==> src/rtl/fetch_unit.sv <==
// Instruction fetch stage: PC generation, credit-limited imem requests, and an
// in-order instruction buffer towards decode with redirect flush.
module fetch_unit #(
  parameter logic [31:0] RESET_PC   = 32'h0000_0000,
  parameter int          FIFO_DEPTH = 2
) (
  input  logic        clk_i,
  input  logic        rst_i,
  output logic        imem_req_o,
  output logic [31:0] imem_addr_o,
  input  logic        imem_gnt_i,
  input  logic        imem_rvalid_i,
  input  logic [31:0] imem_rdata_i,
  input  logic        redirect_i,
  input  logic [31:0] redirect_pc_i,
  output logic        instr_valid_o,
  input  logic        instr_ready_i,
  output logic [31:0] instr_o,
  output logic [31:0] pc_o
);

  localparam int PTR_W = $clog2(FIFO_DEPTH);
  localparam int CNT_W = PTR_W + 1;

  typedef enum logic {BOOT, RUN} state_t;

  state_t             state_q, state_d;
  logic [31:0]        pc_q;
  logic [CNT_W-1:0]   out_q;
  logic [CNT_W-1:0]   disc_q;
  logic [CNT_W-1:0]   cnt_p1;
  logic [PTR_W-1:0]   wr_p1, rd_p1;
  logic [PTR_W-1:0]   tag_wr_p0, tag_rd_p0;

  logic [31:0]        tag_pc_p0  [FIFO_DEPTH];
  logic [31:0]        fifo_pc_p1 [FIFO_DEPTH];
  logic [31:0]        fifo_ins_p1[FIFO_DEPTH];

  logic               issue, rsp, push, pop, credit;
  logic [CNT_W:0]     inflight;
  logic [31:0]        target_pc;

  assign inflight  = {1'b0, cnt_p1} + {1'b0, out_q};
  assign credit    = inflight < (CNT_W+1)'(FIFO_DEPTH);
  assign target_pc = redirect_pc_i & 32'hFFFF_FFFC;

  assign imem_req_o    = (state_q == RUN) && credit && !redirect_i;
  assign imem_addr_o   = pc_q;
  assign issue         = imem_req_o && imem_gnt_i;
  // A response with nothing outstanding (e.g. left over from before a reset) is ignored.
  assign rsp           = imem_rvalid_i && (out_q != '0);
  assign push          = rsp && (disc_q == '0) && !redirect_i;
  assign instr_valid_o = (cnt_p1 != '0);
  assign pop           = instr_valid_o && instr_ready_i;
  assign instr_o       = instr_valid_o ? fifo_ins_p1[rd_p1] : '0;
  assign pc_o          = instr_valid_o ? fifo_pc_p1[rd_p1]  : '0;

  always_ff @(posedge clk_i or posedge rst_i) begin
    if (rst_i) state_q <= BOOT;
    else       state_q <= state_d;
  end

  always_comb begin
    state_d = state_q;
    case (state_q)
      BOOT:    state_d = RUN;
      RUN:     state_d = RUN;
      default: state_d = BOOT;
    endcase
  end

  // Request stage (p0): PC, outstanding/discard accounting, PC tag queue
  always_ff @(posedge clk_i or posedge rst_i) begin
    if (rst_i) begin
      pc_q      <= RESET_PC;
      out_q     <= '0;
      disc_q    <= '0;
      tag_wr_p0 <= '0;
      tag_rd_p0 <= '0;
    end else begin
      out_q     <= out_q + CNT_W'(issue) - CNT_W'(rsp);
      tag_wr_p0 <= tag_wr_p0 + PTR_W'(issue);
      tag_rd_p0 <= tag_rd_p0 + PTR_W'(rsp);
      if (redirect_i) begin
        pc_q   <= target_pc;
        disc_q <= out_q - CNT_W'(rsp);
      end else begin
        if (issue) pc_q <= pc_q + 32'd4;
        if (rsp && disc_q != '0) disc_q <= disc_q - 1'b1;
      end
    end
  end

  always_ff @(posedge clk_i) begin
    if (issue) tag_pc_p0[tag_wr_p0] <= pc_q;
  end

  // Buffer stage (p1): instruction FIFO towards decode
  always_ff @(posedge clk_i or posedge rst_i) begin
    if (rst_i) begin
      cnt_p1 <= '0;
      wr_p1  <= '0;
      rd_p1  <= '0;
    end else if (redirect_i) begin
      cnt_p1 <= '0;
      wr_p1  <= '0;
      rd_p1  <= '0;
    end else begin
      cnt_p1 <= cnt_p1 + CNT_W'(push) - CNT_W'(pop);
      wr_p1  <= wr_p1 + PTR_W'(push);
      rd_p1  <= rd_p1 + PTR_W'(pop);
    end
  end

  always_ff @(posedge clk_i) begin
    if (push) begin
      fifo_pc_p1[wr_p1]  <= tag_pc_p0[tag_rd_p0];
      fifo_ins_p1[wr_p1] <= imem_rdata_i;
    end
  end

`ifndef SYNTHESIS
  rvalid_needs_request: assert property (@(posedge clk_i) disable iff (rst_i)
    !(imem_rvalid_i && state_q == RUN && out_q == '0));
`endif

endmodule

==> config.mk <==
export PLATFORM = sky130hd
export DESIGN_NAME = fetch_unit
export DESIGN_NICKNAME = d
export VERILOG_FILES = /design/src/rtl/fetch_unit.sv
export SDC_FILE = /design/constraint.sdc
export NUM_CORES = 1
export LEC_CHECK = 0
export CELL_PAD_IN_SITES_DETAIL_PLACEMENT = 0
export CELL_PAD_IN_SITES_GLOBAL_PLACEMENT = 1
export CORE_MARGIN = 4
export CORE_UTILIZATION = 40
export CTS_BUF_LIST = sky130_fd_sc_hd__clkbuf_4
export CTS_CLUSTER_SIZE = 30
export DETAILED_ROUTE_END_ITERATION = 8
export PLACE_DENSITY = 0.84
export SLEW_MARGIN = 20
export SYNTH_ARGS = -nofsm -noshare
export SYNTH_HDL_FRONTEND = slang
export SYNTH_SLANG_ARGS = --single-unit
==> constraint.sdc <==
create_clock -name clk_i -period 2.58 [get_ports clk_i]
set_input_delay 0.387 -clock clk_i [delete_from_list [all_inputs] [get_ports clk_i]]
set_output_delay 0.387 -clock clk_i [all_outputs]
set_load 0.03 [all_outputs]
==> results.yml, run 1 <==
outcome:
  outcome: "complete, but fails checks"
  violations: "setup timing"
synth:
  ys_top_cells_by_area: "edfxtp_1 (60%), dfrtp_1 (11%), mux2i_1 (6.8%)"
  dominant_combinational_cell_family_by_area_after_synthesis: "multiplexers"
  netlist_top_cells_count: "edfxtp_1 (184), nor2_1 (84), mux2i_1 (63)"
  synth_simple_gate_area_share_pct: 9.57
  yosysTopAreaCell: "edfxtp_1"
  compound_gate_portion_of_the_synthesized_area_pct: 3.50
  synthesis.yosys.warnings: 0
  flip_flop_and_latch_count_after_synthesis: 225
  synth_area_per_cell_um2: 14.6
  ys_seq_area_share_pct: 70.7
  yosysMostFrequentCell: "edfxtp_1"
  synth_top_area_share_pct: 59.6
  yosys.area_share.xor_xnor_pct: 1.61
  synthAdderAreaFrac_pct: 1.70
  post_synth_instance_area_mm2: 0.00927
  synth-edff-count: 184
  async_flop_share_pct: 18.2
  post_synth_num_cell_types: 48
  synth_flop_cell: "edfxtp_1"
  post_synth_inst_count: 634
  mux_share_of_post_synthesis_cell_area_pct: 10.4
setup_path:
  worstSetupStartpointType: "flip-flop"
  critPathMaxFanout: 2
  timing.critical_path.max_delay_family: "adder cells"
  r2r_slack_ns: 0
  worst_ep_required_time_ns: 2.19
  timing.critical_path.from: "out_q[0]"
  critical_path.n_buffers_inverters: 3
  crit_path_cell_trace: "and2_4, fa_1, buf_6, nor4b_4, buf_4, buf_12"
  timing.rr.start: "out_q[0]"
  arrival_ns: 2.35
  critPathMaxStageDelay_ns: 0.50
  crit_path_top_delay_cell: "fa_1"
  reg2reg_to: "imem_addr_o[18]"
  setup.worst_path.end_class: "output pin"
  worstSetupPathType: "flip-flop to output pin"
  worstRegToRegCells: 7
sta:
  rsz_0062_raised_after_global_routing: "true"
  post-route-worst-setup-slack_ns: -0.156
  fin_setup_tns_ns: -0.161
  final.setup_skew_ns: 0.0295
  finalCritPeriodShare_pct: 106
  max_freq_mhz: 366
  hold_viol: 0
  fin_crit_ns: 2.74
  timing.slew.headroom_pct: 49.6
  final_max_slew_viol_count: 0
  setup_viol_count_final: 2
  tightest_slew_ns: 0.755
die:
  chipHeight_um: 160
  core_region_area_mm2: 0.0227
  placementRows: 55
  fp.dieW_um: 160
  initial_core_util_pct: 40.8
  io_pins: 168
  floorplan.die_area_mm2: 0.0257
clocking:
  tritoncts_num_sinks: 225
  clk_latency_ns: 0.67
  clkTransAtPathRegs_ns: 0.07
  numCtsBuffers: 55
  clock_tree.buffer_depth: 3
  cts-hold-fix-buffers: 0
  clock-root-buffer: "clkbuf_4"
  tritoncts: "done"
  htree_num_levels: 2
final_layout:
  multiInputGateArea_mm2: 0.00257
  final_layout_size_suffix_gt1_share_pct: 22.8
  num-fill-cells: 1900
  register_cell_area_after_layout_mm2: 0.00656
  finalNetCount: 949
  final_cell_area_mm2: 0.0122
  areaGrowthSynthToFinish_pct: 31.9
  layout.cells.non_filler: 1200
grt:
  antenna_violations_before_repair: 1
  global_route_wire_length_before_repair_mm: 32.9
  grt_start_max_net_pins: 40
  overflow: 0
  grt_pass1_vias: 6201
  globalRouteTotalUtil_pct: 16.1
place:
  place_congestion: 0.860
  place_ws_ns: 0.00961
  dp.cells: 1087
  detailed_placement_hpwl_mm: 13.3
  numPortBuffers: 161
  post_dp_cell_area_mm2: 0.0116
route:
  route.vias.total: 6015
  antenna_left: 0
  dr.first_iter.drc_count: 284
  remaining_drc_errors: 0
  drt-total-wl_mm: 20.9
  dr.pass1.iters: 4
  routed_wire_length_per_instance_um: 17.4
  route.detailed.vias_per_inst: 5.01
min_path:
  hold_path_class: "input port to async pin"
power_and_ir_drop:
  internal_power_consumption_mw: 7.46
  power.leakage_nw: 4.44
  vdd.ir_drop.worst_mv: 0.458
  totalPowerFinal_mw: 11.6
  sw_frac_of_total_pct: 35.7
  total_switching_power_mw: 4.15
  power.density_cell_area_mw_per_mm2: 949
  p_comb_share_pct: 36.8
  power.sequential.fraction_pct: 39.3
  power_frac_clock_pct: 23.9
job:
  cap_violations: 0
==> worst register-to-register path, stage by stage (launching register included) <==
cell and delay, ns:
dfrtp_1 0.38, and2_4 0.16, fa_1 0.50, nand4bb_1 0.24, or4_4 0.44, buf_6 0.16, or4_1 0.48, a31oi_1 0.17
==> state kept, by name, indices dropped and copies added (netlist names) <==
register	cells
cnt_p1	2
disc_q	2
fifo_ins_p1	64
fifo_pc_p1	60
imem_addr_o	30
out_q	2
rd_p1	1
state_q	1
tag_pc_p0	60
tag_rd_p0	1
tag_wr_p0	1
wr_p1	1
==> layout by cell type, fill, tap and decap left out, types with 6 or more instances in the layout <==
cell | synthesis | layout
a31oi_1 | 15 | 15
clkdlybuf4s15_1 | 0 | 19
buf_12 | 0 | 9
dfrtp_1 | 41 | 40
dlygate4sd2_1 | 0 | 10
nand2_1 | 25 | 25
nand3_1 | 16 | 16
mux2i_1 | 63 | 63
nand4_1 | 9 | 9
edfxtp_1 | 184 | 184
buf_4 | 4 | 29
xnor2_1 | 12 | 12
inv_1 | 19 | 19
mux2_2 | 30 | 30
or4_1 | 15 | 13
clkinv_1 | 1 | 21
o21ai_0 | 17 | 17
clkbuf_4 | 0 | 76
buf_2 | 2 | 15
clkinv_2 | 0 | 6
clkdlybuf4s50_1 | 0 | 97
nor2_1 | 84 | 83
clkbuf_2 | 1 | 17
o31ai_1 | 10 | 10
ha_1 | 11 | 7
==> power groups by stage <==
stage,sequential [mW],clock [mW],combinational (mW)
global placement,4.60,0,4.23
detailed placement,4.62,0,4.28
floorplan,4.68,0,2.47
finish,4.56,2.77,4.27
global route,4.59,3.05,4.59
CTS,4.55,2.88,4.30
==> per-layer routing <==
layer	track usage [%]	share of wire [%]	vias to the layer above
met5	0	0	-
met4	6.69	3.0	0
met3	3.74	5.6	48
met2	25.2	47	218
met1	21.7	45	2870
li1	-	-	2879
==> cell families (layout without fill, tap and decap cells) <==
logic type | Yosys count | after routing
other cells | 2 | 6
buf+inv | 53 | 330
flops | 225 | 225
compound gates | 52 | 52
simple gates | 180 | 180
fa+ha+maj | 12 | 12
mux | 93 | 93
xor+xnor | 17 | 17
==> worst max-delay path by stage <==
stage	slack, ns	endpoint	cells after the start
2_1_floorplan	-0.33	fifo_ins_p1[1][0]	5
3_3_place_gp	0.04	imem_addr_o[19]	7
5_1_grt	-0.32	imem_req_o	6
3_5_place_dp	0.01	imem_addr_o[23]	7
4_1_cts	-0.26	imem_req_o	6
6_report	-0.16	imem_req_o	6
==> metrics by stage <==
step           hold WS [ns]  util (%)
2_1_floorplan         0.486         -
3_3_place_gp          0.462      50.9
3_5_place_dp          0.469      50.9
4_1_cts               0.103      54.0
5_1_grt               0.159      53.9
6_report              0.155      53.9
==> cell type report <==
type,count,share of cell area (%)
inverters,20,0.614
multi-input cells,359,21.0
diodes,1,0.0205
repair buffers,206,16.2
clock inverters,29,1.01
clock buffers,75,4.60
flip-flops and latches,225,53.6
well taps,285,2.92
==> what timing repair did <==
action / in CTS / in global routing
hold endpoints to repair: 0 / 0
pin swaps: 4 / 4
setup endpoints to repair: 67 / 52
setup buffers: 3 / 2
gates resized for setup: 119 / 73
cloned: 2 / 1
Power figures use the tool's default switching activity.
==> run 2: changes to the inputs <==
Settings changed: CELL_PAD_IN_SITES_DETAIL_PLACEMENT 0 to 2, CELL_PAD_IN_SITES_GLOBAL_PLACEMENT 1 to 2, CORE_UTILIZATION 40 to 34.
==> run 2 against run 1 <==
Via count grew 9.4%; flip-flop and latch count is the same; setup slack lost 0.17 ns; total power grew 8.5%; utilization shrank 5.7 points; the flow still finishes with violations (setup timing); clock power grew 10%; routed wire length grew 53%; count of clock-buffer cells in the layout grew 9.
==> results.yml, run 2 (same netlist as run 1, synthesis figures left out) <==
sta:
  setup_viol_count_final: 31
  timing.slew.headroom_pct: 57.5
  rsz_0062_raised_after_global_routing: "true"
  max_freq_mhz: 344
  tightest_slew_ns: 0.631
  fin_crit_ns: 2.91
  fin_setup_tns_ns: -3.56
  final_max_slew_viol_count: 0
  post-route-worst-setup-slack_ns: -0.329
  final.setup_skew_ns: 0.0614
  finalCritPeriodShare_pct: 113
  hold_viol: 0
grt:
  grt_start_max_net_pins: 42
  globalRouteTotalUtil_pct: 19.3
  antenna_violations_before_repair: 1
  grt_pass1_vias: 7242
  global_route_wire_length_before_repair_mm: 45.0
  overflow: 0
min_path:
  hold_path_class: "input port to async pin"
final_layout:
  largest_reg_flops: 64
  leading_cell_type_in_the_layout_fill_and_taps_excluded: "edfxtp_1"
  areaGrowthSynthToFinish_pct: 39.5
  layout_common_cells: "edfxtp_1 (184), clkdlybuf4s50_1 (96), clkbuf_4 (84)"
  reg.largest.list: "fifo_ins_p1 (64), fifo_pc_p1 (60), tag_pc_p0 (60)"
  final_core_utilization_pct: 48.1
  regMostFlops: "fifo_ins_p1"
  num-fill-cells: 2566
  finalNetCount: 975
  final_layout_size_suffix_gt1_share_pct: 33.0
clocking:
  htree_num_levels: 2
  tritoncts: "done"
  cts-hold-fix-buffers: 0
  clk_latency_ns: 0.71
  tritoncts_num_sinks: 225
  clock_tree.buffer_depth: 3
  clock-root-buffer: "clkbuf_4"
  clkTransAtPathRegs_ns: 0.08
  numCtsBuffers: 59
setup_path:
  worstSetupStartpointType: "flip-flop"
  worst_ep_required_time_ns: 3.16
  worstSetupPathType: "flip-flop to flip-flop"
  critPathMaxFanout: 7
  setup.worst_path.end_class: "flip-flop"
  arrival_ns: 3.49
die:
  initial_core_util_pct: 34.5
  floorplan.die_area_mm2: 0.0300
  chipHeight_um: 173
  core_region_area_mm2: 0.0269
  placementRows: 60
  fp.dieW_um: 173
  io_pins: 168
power_and_ir_drop:
  vdd.ir_drop.worst_mv: 0.591
  total_switching_power_mw: 4.76
  p_comb_share_pct: 39.0
  power.leakage_nw: 4.67
  sw_frac_of_total_pct: 37.8
  power.sequential.fraction_pct: 36.7
  power_frac_clock_pct: 24.3
  internal_power_consumption_mw: 7.83
  power.density_cell_area_mw_per_mm2: 973
route:
  antenna_left: 0
  drt-total-wl_mm: 31.9
  routed_wire_length_per_instance_um: 24.9
  route.detailed.vias_per_inst: 5.15
  dr.pass1.iters: 4
  route.vias.total: 6580
  dr.first_iter.drc_count: 393
  remaining_drc_errors: 0
place:
  place_congestion: 0.767
  numPortBuffers: 161
  detailed_placement_hpwl_mm: 18.4
  place_ws_ns: -0.190
outcome:
  outcome: "complete, but fails checks"
  violations: "setup timing"
job:
  cap_violations: 0
==> run 2: changes by cell type in the layout (fill, tap and decap cells not counted), sizes merged, moves of 5 or more <==
| cell | before | now |
|---|---|---|
| clkbuf | 94 | 99 |
| clkinv | 27 | 18 |
| buf | 59 | 100 |
| dlygate4sd2 | 10 | 0 |
| clkdlybuf4s15 | 20 | 15 |
==> run 2: power groups by stage <==
stage | logic (mW) | registers (mW) | clock network (mW)
4_1_cts | 4.59 | 4.58 | 3.12
3_5_place_dp | 4.47 | 4.70 | 0
5_1_grt | 5.19 | 4.64 | 3.36
3_3_place_gp | 4.27 | 4.65 | 0
6_report | 4.92 | 4.62 | 3.05
2_1_floorplan | 2.47 | 4.68 | 0
==> run 2: stage by stage <==
step / std cells / instance area, µm² / total power, mW / hold slack, ns
global placement: 1143 / 11700 / 8.92 / 0.462
detailed placement: 1143 / 11700 / 9.17 / 0.493
global route: 1278 / 12900 / 13.2 / 0.210
CTS: 1262 / 12600 / 12.3 / 0.161
floorplan: 637 / 9330 / 7.15 / 0.486
finish: 1278 / 12900 / 12.6 / 0.206
==> run 2: final cells by class <==
class | count | area, µm² | share of cell area [%]
antenna | 1 | 2.50 | 0.0193
clock buffer | 84 | 631 | 4.87
clock inverter | 20 | 77.6 | 0.600
inverter | 20 | 78.8 | 0.609
multi-input combinational | 359 | 2920 | 22.6
sequential | 225 | 6560 | 50.7
tap | 341 | 427 | 3.30
timing repair buffer | 228 | 2250 | 17.4
==> run 2: what timing repair did <==
item / CTS / global route
gates cloned: 1 / 3
setup endpoints to repair: 79 / 125
pin swaps: 19 / 28
setup buffers: 14 / 15
resized for setup: 213 / 139
==> run 2: layer usage <==
metal  vias up  part of all wire (%)  track usage (%)
li1       2915                     -                -
met1      3349                    42             24.5
met2       240                    51             33.2
met3        76                   4.6             3.98
met4         0                   3.0             5.99
met5         -                     0                0
==> run 2: critical path: stages, from the launching register on <==
cell and delay, ns:
dfrtp_1 0.42, and2_4 0.16, fa_2 0.51, nand4bb_4 0.27, or4_4 0.48, buf_8 0.17
buf_6 0.12, or4_4 0.41, a31oi_1 0.23
==> run 2: path summary, 6_finish.rpt <==
kind                                         from               to  slack, ns  cells after the start
worst max-delay path                     out_q[0]  imem_addr_o[22]      -0.33                      8
worst min-delay path                        rst_i          state_q       0.21                      3
worst max register to register           out_q[0]  imem_addr_o[22]      -0.33                      8
worst min register to register          tag_rd_p0        tag_rd_p0       0.52                      1
max in group asynchronous                   rst_i            rd_p1       1.91                      3
min in group clk_i              redirect_pc_i[13]  imem_addr_o[13]       0.26                      3
==> patch 1, RTL diff (settings of run 2) <==
Set the parameter `FIFO_DEPTH` to 4 (it was 2).
--- a/src/rtl/fetch_unit.sv
+++ b/src/rtl/fetch_unit.sv
@@ -2,7 +2,7 @@
 // in-order instruction buffer towards decode with redirect flush.
 module fetch_unit #(
   parameter logic [31:0] RESET_PC   = 32'h0000_0000,
-  parameter int          FIFO_DEPTH = 2
+  parameter int          FIFO_DEPTH = 4
 ) (
   input  logic        clk_i,
   input  logic        rst_i,
Formal check against the unedited RTL: not equivalent (a bounded check fails within 4 cycles, from zero or initial values and one cycle with rst_i high).
==> patch 1 against run 2 <==
The flow still finishes with violations (setup timing). Die area grew 73%. Area after synthesis increased by 77%. Sequential cell count increased by 191. Final area is 75% higher. Clock power is 98% higher. Worst setup slack got worse by 0.093 ns. Sequential power up 84%. Sequential share of layout area up 3.5 points. Power grew 83%. Routed wire length grew 72%. Largest cell class unchanged.
==> patch 1: results (changes against run 2) <==
metric;value;unit;change
setup-violations-final;217;;+600%
num_vias;9962;;+51%
drt_iter0_drc;673;;+71%
ff2ff_path_depth;10;;+2
synth_enable_flop_cells;368;;+100%
r2r_start;cnt_p1[2]$_DFF_PP0_;;
synthCells;850;;+34%
clockBufferDepth;3;;unchanged
cp_slowest_stage_delay;0.62;ns;+0.11 ns
grt_antenna_before_repair;2;;+1
place_congestion;0.758;;-1.3%
path_clk_slew;0.06;ns;-0.02 ns
track_usage;20.5;%;+1.2 points
dp_cells;1654;;+45%
grt_max_degree;60;;+43%
worst_slack;-0.422;ns;-0.0933 ns
cts_setup_buffers;42;;+28
status;finished with violations;;
cp_max_fo;3;;-4
crit_arrival;3.70;ns;+0.21 ns
wl_per_cell;28.7;um;+15%
crit_path_top_delay_cell;or4b_4;;
grt_pass1_vias;11598;;+60%
grt_pass1_wl;79700;um;+77%
async_flop_share;11.5;%;-6.7 points
violations;setup timing;;
ctsHoldBuffers;1;;+1
worst_pin_slew;0.757;ns;+0.126 ns
endpoint;out_q[2]$_DFF_PP0_;;
hold_violations;0;;unchanged
hp-class;in -> reg;;
yosysSeqAreaShare;74.5;%;+3.9 points
placed_area;19500;sq um;+67%
htreeDepth;3;;+1
skew;0.0526;ns;-0.00876 ns
finalNetCount;1293;;+33%
drive_above_1_share;44.7;%;+12 points
timing.hold.ws;0.144;ns;-0.0615 ns
cts_inserted_buffers;111;;+88%
avgViaCountPerCell;5.22;;+1.3%
reg_top3;fifo_ins_p1: 128 flops, fifo_pc_p1: 120 flops, tag_pc_p0: 120 flops;;
n_fill_cell;4339;;+69%
yosys-top-cells-area;edfxtp_1, mux4_2, dfrtp_1, nor2b_1, ha_1;;
p_leak;8.17;nW;+75%
cts.repair.resized;307;;+44%
ir_drop;0.000482;V;-18%
dr.pass1.iters;5;;+1
io_buffers;161;;unchanged
clk_latency;0.83;ns;+0.12 ns
dpl.hpwl;28700;um;+56%
synth_common_cells;edfxtp_1, mux4_2, nor2b_1, dfrtp_1, nand2_1;;
patch 1: changes by cell type after synthesis, sizes merged, moves of 14 or more:
cell	delta
nor2b	+70
mux2	-28
nor2	-65
mux4	+92
edfxtp	+184
or4	-14
mux2i	-60
patch 1: where the power goes:
| part | switching (mW) | internal [mW] | leakage [nW] |
|---|---|---|---|
| clock network | 2.96 | 3.07 | 0.847 |
| registers | 0.469 | 8.02 | 3.89 |
| logic | 4.53 | 3.95 | 3.43 |
patch 1: how the worst min path moves through the flow:
stage / start / endpoint / cells after the start
6_report: redirect_pc_i[3] / imem_addr_o[3]$_DFFE_PP0P_ / 3
4_1_cts: redirect_pc_i[3] / imem_addr_o[3]$_DFFE_PP0P_ / 3
3_3_place_gp: imem_addr_o[14]$_DFFE_PP0P_ / tag_pc_p0[2][14]$_DFFE_PP_ / 0
2_1_floorplan: imem_rdata_i[0] / fifo_ins_p1[0][0]$_DFFE_PP_ / 0
3_5_place_dp: out_q[0]$_DFF_PP0_ / out_q[0]$_DFF_PP0_ / 1
5_1_grt: redirect_pc_i[3] / imem_addr_o[3]$_DFFE_PP0P_ / 3
patch 1: routing by layer:
metal / track usage, % / vias to the layer above / part of all wire, %
met5: 0 / - / 0
met4: 6.91 / 0 / 3.4
met3: 5.10 / 122 / 5.3
met2: 36.5 / 390 / 53
met1: 24.4 / 5273 / 39
li1: - / 4177 / -
patch 1: layout make-up:
| class | instances | area, sq um | share of cell area, % |
|---|---|---|---|
| Clock inverter | 30 | 149 | 0.657 |
| Tap cell | 615 | 769 | 3.40 |
| Clock buffer | 169 | 1270 | 5.60 |
| Sequential cell | 416 | 12300 | 54.2 |
| Inverter | 16 | 72.6 | 0.320 |
| Antenna cell | 3 | 7.51 | 0.0332 |
| Timing Repair Buffer | 282 | 3380 | 14.9 |
| Multi-Input combinational cell | 379 | 4730 | 20.9 |
patch 1: tightest hold or removal path: stages:
cell,delay [ns]
clkdlybuf4s50_1,0.40
nand2_1,0.06
o21ai_1,0.05
patch 1: cells by family (layout without fill, tap and decap cells):
logic type,after synthesis,in the layout,share of synthesized area (%)
other,2,8,0.0457
adder cells (fa/ha/maj),17,17,1.39
AO/OA/AOI/OAI,53,53,2.19
multiplexers,97,97,12.9
flip-flops,416,416,74.5
buffers and inverters,58,497,1.51
XOR/XNOR,17,17,0.906
AND/OR/NAND/NOR,190,190,6.49
patch 1: stage by stage:
stage | setup TNS [ns] | setup slack, ns
after global routing | -80.24 | -0.516
after global placement | -30.96 | -0.408
after detailed placement | -49.29 | -0.472
after CTS | -53.10 | -0.421
final | -59.61 | -0.422
after floorplan | -110.15 | -0.650
==> patch 2, RTL diff (flow settings as in run 2) <==
Made on the original files. Reset style: synchronous (`rst_i`), changed in 3 clocked blocks.
--- a/src/rtl/fetch_unit.sv
+++ b/src/rtl/fetch_unit.sv
@@ -55,7 +55,7 @@
   assign instr_o       = instr_valid_o ? fifo_ins_p1[rd_p1] : '0;
   assign pc_o          = instr_valid_o ? fifo_pc_p1[rd_p1]  : '0;
 
-  always_ff @(posedge clk_i or posedge rst_i) begin
+  always_ff @(posedge clk_i) begin
     if (rst_i) state_q <= BOOT;
     else       state_q <= state_d;
   end
@@ -70,7 +70,7 @@
   end
 
   // Request stage (p0): PC, outstanding/discard accounting, PC tag queue
-  always_ff @(posedge clk_i or posedge rst_i) begin
+  always_ff @(posedge clk_i) begin
     if (rst_i) begin
       pc_q      <= RESET_PC;
       out_q     <= '0;
@@ -96,7 +96,7 @@
   end
 
   // Buffer stage (p1): instruction FIFO towards decode
-  always_ff @(posedge clk_i or posedge rst_i) begin
+  always_ff @(posedge clk_i) begin
     if (rst_i) begin
       cnt_p1 <= '0;
       wr_p1  <= '0;
Behaviour: differs if rst_i is asserted again (counterexample within 4 cycles, from zero or initial values and one cycle with rst_i high); with rst_i held inactive, the same outputs for 4 cycles.
==> patch 2 against run 2 <==
The run still ends with setup timing left. Die area is 0.63% higher. Final area is 1.3% lower. Critical endpoint is now imem_req_o. Area after synthesis is 0.66% higher. Worst setup slack better by 0.17 ns. Sequential share of layout area is 0.92 points lower. Largest cell class unchanged. Sequential cell count stayed put. Routed wire length is 2.4% higher.
Power is not compared: it rests on default switching activity, and its combinational part moved more than twofold at a synthesized area within 25%.
==> patch 2: results (changes against run 2) <==
metric;value;unit;change
skew;0.0466;ns;-0.0148 ns
setup-violations-final;7;;-77%
buffers;235;;+3.1%
worst_pin_slew;0.899;ns;+0.268 ns
worst_slack;-0.156;ns;+0.173 ns
syn_to_final_growth;36.8;%;
yosysSeqAreaShare;68.0;%;-2.7 points
drt_iter0_drc;451;;+15%
multi_input_area;2970;sq um;+1.8%
finalNetCount;1017;;+4.3%
status;finished with violations;;
stdcell_area;12800;sq um;-1.3%
use_met2;33.1;%;-0.11 points
place_ws;-0.0764;ns;+0.113 ns
timing.hold.ws;0.275;ns;+0.0697 ns
met1_length;13500;um;+1.7%
drive_above_1_share;28.3;%;-4.7 points
grt_max_degree;43;;+2.4%
endpoint;imem_req_o;;
dpl.hpwl;19800;um;+7.4%
violations;setup timing;;
nonClkBufAreaFrac;17.5;%;+0.081 points
async_flop_share;0;%;-18 points
cp_top_family;adder cells;;
dr.pass1.iters;5;;+1
[patch 2: cell count changes after synthesis, moves of 5 or more]
| cell | run 2 | this run |
|---|---|---|
| o21ai_0 | 17 | 12 |
| nand2_1 | 25 | 33 |
| o31ai_1 | 10 | 5 |
| a211oi_1 | 0 | 6 |
| or4_1 | 15 | 7 |
| nor3_1 | 4 | 13 |
| a311oi_1 | 0 | 9 |
| xnor2_1 | 12 | 5 |
| dfrtp_1 | 41 | 0 |
| dfxtp_1 | 0 | 41 |
| a31oi_1 | 15 | 6 |
| a21oi_1 | 3 | 8 |
| nand4_1 | 9 | 15 |
[patch 2: logic make-up (layout without fill, tap and decap cells)]
group           Yosys count  in the layout  share of synthesized area [%]
flops                   225            225                           68.0
xor+xnor                 11             11                           1.03
simple gates            201            201                           10.7
other cells               1              5                         0.0402
compound gates           70             70                           5.38
mux                      95             95                           10.6
fa+ha+maj                12             12                           1.69
buf+inv                  58            361                           2.52
